--- src/rtl/uart_tx_fifo_if.sv ---
// Host-push and Transmitter-handshake signals of uart_tx_fifo.
// The overflow flag exists only when UART_TX_FIFO_OVF_EN is defined.
interface uart_tx_fifo_if #(parameter int ADDR_W = 4);
  logic              wr_en;
  logic [7:0]        wr_data;
  logic              full;
  logic              empty;
  logic [ADDR_W:0]   level;
  logic [7:0]        tx_data;
  logic              tx_start;
  logic              tx_busy;
`ifdef UART_TX_FIFO_OVF_EN
  logic              overflow;

  modport master (output wr_en, wr_data, tx_busy,
                  input  full, empty, level, tx_data, tx_start, overflow);
  modport slave  (input  wr_en, wr_data, tx_busy,
                  output full, empty, level, tx_data, tx_start, overflow);
`else
  modport master (output wr_en, wr_data, tx_busy,
                  input  full, empty, level, tx_data, tx_start);
  modport slave  (input  wr_en, wr_data, tx_busy,
                  output full, empty, level, tx_data, tx_start);
`endif
endinterface

--- src/rtl/uart_tx_fifo.sv ---
// Byte FIFO feeding a UART Transmitter, one frame at a time via transmit/busy.
// Optional sticky write-while-full flag: define UART_TX_FIFO_OVF_EN.
module uart_tx_fifo #(
  parameter int DEPTH  = 16,
  parameter int ADDR_W = 4
) (
  input  logic          clk,
  input  logic          rst,
  uart_tx_fifo_if.slave bus
);
  typedef enum logic [1:0] {IDLE, LAUNCH, WAIT_BUSY, WAIT_DONE} state_t;

  localparam logic [ADDR_W:0] FULL_LVL = (ADDR_W+1)'(DEPTH);

  state_t            state;
  logic [7:0]        mem [DEPTH];
  logic [ADDR_W-1:0] wr_ptr, rd_ptr;
  logic [ADDR_W:0]   level;
  logic [7:0]        tx_data;
  logic              tx_start;
  logic              pop, push, is_full;

  assign is_full = (level == FULL_LVL);
  assign pop     = (state == IDLE) && (level != '0) && !bus.tx_busy;
  // A pop in the same cycle frees a slot, so a push at full still lands.
  assign push    = bus.wr_en && (!is_full || pop);

  always_ff @(posedge clk) begin
    if (!rst && push) mem[wr_ptr] <= bus.wr_data;
  end

  always_ff @(posedge clk) begin
    if (rst) begin
      wr_ptr   <= '0;
      rd_ptr   <= '0;
      level    <= '0;
      tx_data  <= '0;
      tx_start <= 1'b0;
      state    <= IDLE;
    end else begin
      if (push) wr_ptr <= wr_ptr + ADDR_W'(1);
      if (pop)  rd_ptr <= rd_ptr + ADDR_W'(1);
      case ({push, pop})
        2'b10:   level <= level + (ADDR_W+1)'(1);
        2'b01:   level <= level - (ADDR_W+1)'(1);
        default: ;
      endcase
      tx_start <= 1'b0;
      case (state)
        IDLE: if (pop) begin
          tx_data  <= mem[rd_ptr];
          tx_start <= 1'b1;
          state    <= LAUNCH;
        end
        LAUNCH:    state <= WAIT_BUSY;
        WAIT_BUSY: if (bus.tx_busy)  state <= WAIT_DONE;
        WAIT_DONE: if (!bus.tx_busy) state <= IDLE;
        default:   state <= IDLE;
      endcase
    end
  end

`ifdef UART_TX_FIFO_OVF_EN
  logic ovf;
  always_ff @(posedge clk) begin
    if (rst)                                 ovf <= 1'b0;
    else if (bus.wr_en && is_full && !pop)   ovf <= 1'b1;
  end
  assign bus.overflow = ovf;
`endif

  assign bus.full     = is_full;
  assign bus.empty    = (level == '0);
  assign bus.level    = level;
  assign bus.tx_data  = tx_data;
  assign bus.tx_start = tx_start;
endmodule
--- src/flat_wrapper.sv ---
// flat-port wrapper written by rule: the top's interface ports become plain ports
module uart_tx_fifo_flat 
#(
  parameter int DEPTH  = 16,
  parameter int ADDR_W = 4
)
  (clk, rst, bus_wr_en, bus_wr_data, bus_tx_busy, bus_full, bus_empty, bus_level, bus_tx_data, bus_tx_start);
  uart_tx_fifo_if #(.ADDR_W(ADDR_W)) bus_i ();
  input  logic clk;
  input  logic rst;
  input wire logic [$bits(bus_i.wr_en)-1:0] bus_wr_en;
  input wire logic [$bits(bus_i.wr_data)-1:0] bus_wr_data;
  input wire logic [$bits(bus_i.tx_busy)-1:0] bus_tx_busy;
  output wire logic [$bits(bus_i.full)-1:0] bus_full;
  output wire logic [$bits(bus_i.empty)-1:0] bus_empty;
  output wire logic [$bits(bus_i.level)-1:0] bus_level;
  output wire logic [$bits(bus_i.tx_data)-1:0] bus_tx_data;
  output wire logic [$bits(bus_i.tx_start)-1:0] bus_tx_start;
  assign bus_i.wr_en = bus_wr_en;
  assign bus_i.wr_data = bus_wr_data;
  assign bus_i.tx_busy = bus_tx_busy;
  assign bus_full = bus_i.full;
  assign bus_empty = bus_i.empty;
  assign bus_level = bus_i.level;
  assign bus_tx_data = bus_i.tx_data;
  assign bus_tx_start = bus_i.tx_start;
  uart_tx_fifo #(.DEPTH(DEPTH), .ADDR_W(ADDR_W)) u_core (.clk(clk), .rst(rst), .bus(bus_i));
endmodule
--- config.mk ---
export PLATFORM = sky130hd
export DESIGN_NAME = uart_tx_fifo_flat
export DESIGN_NICKNAME = d
export VERILOG_FILES = /design/src/rtl/uart_tx_fifo_if.sv /design/src/rtl/uart_tx_fifo.sv /design/src/flat_wrapper.sv
export SDC_FILE = /design/constraint.sdc
export NUM_CORES = 1
export LEC_CHECK = 0
export ABC_CLOCK_PERIOD_IN_PS = 2700
export BUFFER_PORTS_ARGS = -buffer_cell sky130_fd_sc_hd__buf_2
export CORE_UTILIZATION = 45
export DETAILED_ROUTE_END_ITERATION = 8
export RECOVER_POWER = 100
export REMOVE_ABC_BUFFERS = 1
export SLEW_MARGIN = 20
export SYNTH_ARGS = -nofsm -noshare
export SYNTH_HDL_FRONTEND = slang
export SYNTH_SLANG_ARGS = --single-unit
export TNS_END_PERCENT = 1
--- constraint.sdc ---
create_clock -name clk -period 2.7 [get_ports clk]
set_clock_uncertainty 0.05 [all_clocks]
set_input_delay 0.54 -clock clk [delete_from_list [all_inputs] [get_ports clk]]
set_output_delay 0.54 -clock clk [all_outputs]
set_load 0.005 [all_outputs]
==> flow_summary.toml <==
[synth]
synth-seq-area-share_pct = 69.4
synth-simple-area-share_pct = 6.90
muxShareOfSynthArea_pct = 12.4
synthCells = 393
synth_adder_area_share_pct = 2.73
synth_compound_area_share_pct = 5.90
synthFlopType = "edfxtp_1"
syn-cell-area_sq_um = 6230
synthArstFlopShare_pct = 0
ys_ff_latch = 152
yosysWarnings = 0
synth-edff-count = 128
synthXorXnorAreaFrac_pct = 0.843
syn_avg_cell_area_sq_um = 15.9
synth_cell_types = 44
synth_top_family_by_area = "multiplexers"

[timing]
fin_crit_sh_pct = 90.8
whs_ns = 0.345
worst_slew_pin_slew_ns = 0.820
fin_ws_ns = 0.248
finalCriticalPeriod_ns = 2.45
finalHoldViolCount = 0
rsz0062_at_grt = "false"
slew_headroom_pct = 45.1
max_freq_mhz = 408
drv_slew = 0
setup_viol_count_final = 0

[power_and_ir_drop]
clockPowerShare_pct = 39.3
p_leak_nw = 2.37
combPwrFrac_pct = 20.0
internal_power_mw = 5.08
switching_share_pct = 26.2
power_mw = 6.89
switchingPower_mw = 1.81
p_per_area_nw_per_um2 = 947
power_frac_seq_pct = 40.6
ir_drop_mv = 0.422

[drt]
via_per_inst = 5.49
drc = 0
drt_wl_total_um = 12800
drt_iter0_markers = 210
vias = 3448
antenna_left = 0
wl_per_cell_um = 20.4
drt_first_pass_iters = 4

[die]
core_sq_um = 13400
die_h_um = 120
start_util_pct = 46.5
die_area_sq_um = 14300
dieWidth_um = 120
ios = 28
rows = 42

[clock_tree]
root_buffer = "clkbuf_16"
cts_tree = "yes"
post_cts_buffers = 0
clk_pin_slew_ns = 0.06
cts_buffer_depth = 2
cts_hold_buf = 0
cts.sinks = 152
cts_resized = 0
cts.htree.levels = 4
cts-buffers-inserted = 17
clk_latency_ns = 0.41

[critical_path]
arrival_ns = 2.69
worst-setup-path-type = "reg -> reg"
start_kind = "flop"
crit_required_ns = 2.94
cp_max_fo = 6
end_kind = "flop"

[placed_design]
dp_hpwl_um = 7970
place_ws_ns = 0.190
gp_congestion = 0.776
portBuffers = 27
dp.cells = 596

[layout]
utilization_pct = 54.3
nets = 464
synthToLayoutAreaGrowth_pct = 16.8
layout.cells.non_filler = 628
num_antenna_cells = 0
drive_gt1_share_pct = 17.3

[hold_path]
hp-class = "in -> reg"

[global_route]
grt_pass1_vias = 3580
grtUsageTotal_pct = 19.4
grt_max_degree = 51
grt_pass1_wl_um = 19900
overflow = 0
antenna_found_initial = 0

[run]
drv_cap = 0

[status]
outcome = "complete, no violations"
==> cells in the mapped netlist, types with 2 or more instances <==
library cell | number | area (sq um)
mux4_2 | 16 | 360
edfxtp_1 | 128 | 3840
ha_1 | 12 | 150
nor4_1 | 2 | 12.5
o22ai_1 | 16 | 100
a211oi_1 | 11 | 82.6
nand4_1 | 2 | 12.5
nor2b_1 | 6 | 37.5
dfxtp_1 | 24 | 480
nand2_1 | 10 | 37.5
a22oi_1 | 8 | 60.1
a21oi_1 | 4 | 20.0
buf_2 | 6 | 30.0
buf_1 | 4 | 15.0
a21o_1 | 2 | 15.0
nor3_1 | 11 | 55.1
xor2_1 | 2 | 17.5
mux2i_1 | 36 | 360
nand2b_1 | 6 | 37.5
clkbuf_1 | 10 | 37.5
xnor2_1 | 4 | 35.0
inv_1 | 6 | 22.5
nand3_1 | 4 | 20.0
nor2_1 | 39 | 146
mux2_4 | 2 | 30.0
or3_1 | 3 | 18.8
nand3b_1 | 2 | 15.0
==> state kept, by name, indices dropped and copies added, names as in the netlist <==
name / count
u_core.bus.tx_start: 1
u_core.wr_ptr: 4
u_core.bus.tx_data: 8
u_core.mem: 128
u_core.state: 2
u_core.rd_ptr: 4
u_core.bus.level: 5
==> power by group through the flow <==
stage | logic [mW] | clock network, mW | registers [mW]
floorplan | 0.846 | 0 | 2.90
global placement | 1.43 | 0 | 2.83
detailed placement | 1.46 | 0 | 2.85
CTS | 1.47 | 2.75 | 2.80
global route | 1.54 | 2.83 | 2.82
finish | 1.38 | 2.71 | 2.80
==> kinds of logic (layout without fill, tap and decap cells) <==
| family | count (synthesis) | after routing |
|---|---|---|
| buffers and inverters | 27 | 86 |
| AO/OA/AOI/OAI | 50 | 50 |
| adder cells (fa/ha/maj) | 13 | 13 |
| multiplexers | 56 | 56 |
| flip-flops | 152 | 152 |
| XOR/XNOR | 6 | 6 |
| AND/OR/NAND/NOR | 89 | 89 |
==> stage by stage <==
| stage | TNS [ns] | cell area, sq um |
|---|---|---|
| global route | 0 | 7280 |
| finish | 0 | 7280 |
| floorplan | -0.335 | 6140 |
| global placement | 0 | 6670 |
| CTS | 0 | 7350 |
| detailed placement | 0 | 6670 |
==> area by class of cell <==
cell class / count / area, sq um
Clock buffer: 19 / 433
Clock inverter: 13 / 250
Timing Repair Buffer: 48 / 230
Sequential cell: 152 / 4330
Tap cell: 176 / 220
Fill cell: 1111 / 6120
Multi-Input combinational cell: 214 / 1800
Inverter: 6 / 22.5
==> cells in the final DEF, fill, tap and decap left out, types with 3 or more instances in the layout <==
cell       Yosys  routed
edfxtp_1     128     128
mux2i_1       36      37
clkbuf_16      0      17
a22oi_1        8       8
xnor2_1        4       4
nor2_1        39      39
inv_1          6       6
buf_2          6       9
dfxtp_1       24      23
nor3_1        11      11
clkinv_2       0       3
bufinv_16      0       7
clkbuf_2       0      12
nand2b_1       6       6
ha_1          12      12
nor2b_1        6       6
o22ai_1       16      16
a21oi_1        4       3
a211oi_1      11      11
nand3_1        4       4
or3_1          3       3
clkbuf_1      10      26
mux4_2        16      16
nand2_1       10      10
==> worst paths after layout <==
| kind | startpoint | endpoint | slack [ns] | cells past startpoint |
|---|---|---|---|---|
| worst min register to register | u_core.state[1] | u_core.state[1] | 0.46 | 2 |
| worst max register to register | u_core.bus.level[1] | u_core.bus.level[4] | 0.25 | 8 |
| worst min-delay path | rst | u_core.wr_ptr[2] | 0.35 | 2 |
| worst max-delay path | u_core.bus.level[1] | u_core.bus.level[4] | 0.25 | 8 |
==> critical path, cell delays in order, from the launching register on <==
cell      delay, ns
dfxtp_1        0.37
or4_1          0.55
o21ai_1        0.17
nor2_1         0.12
fa_1           0.43
a21o_1         0.22
a21oi_2        0.19
o21bai_1       0.13
nand4_1        0.09
==> per-layer routing <==
layer,part of all wire [%],vias to the layer above,GRT usage (%)
met5,0,-,0
met4,0.80,0,6.80
met3,4.6,7,4.71
met2,50,79,31.5
met1,45,1735,25.5
li1,-,1627,-
Note: power is estimated with default switching activity, not from simulation.
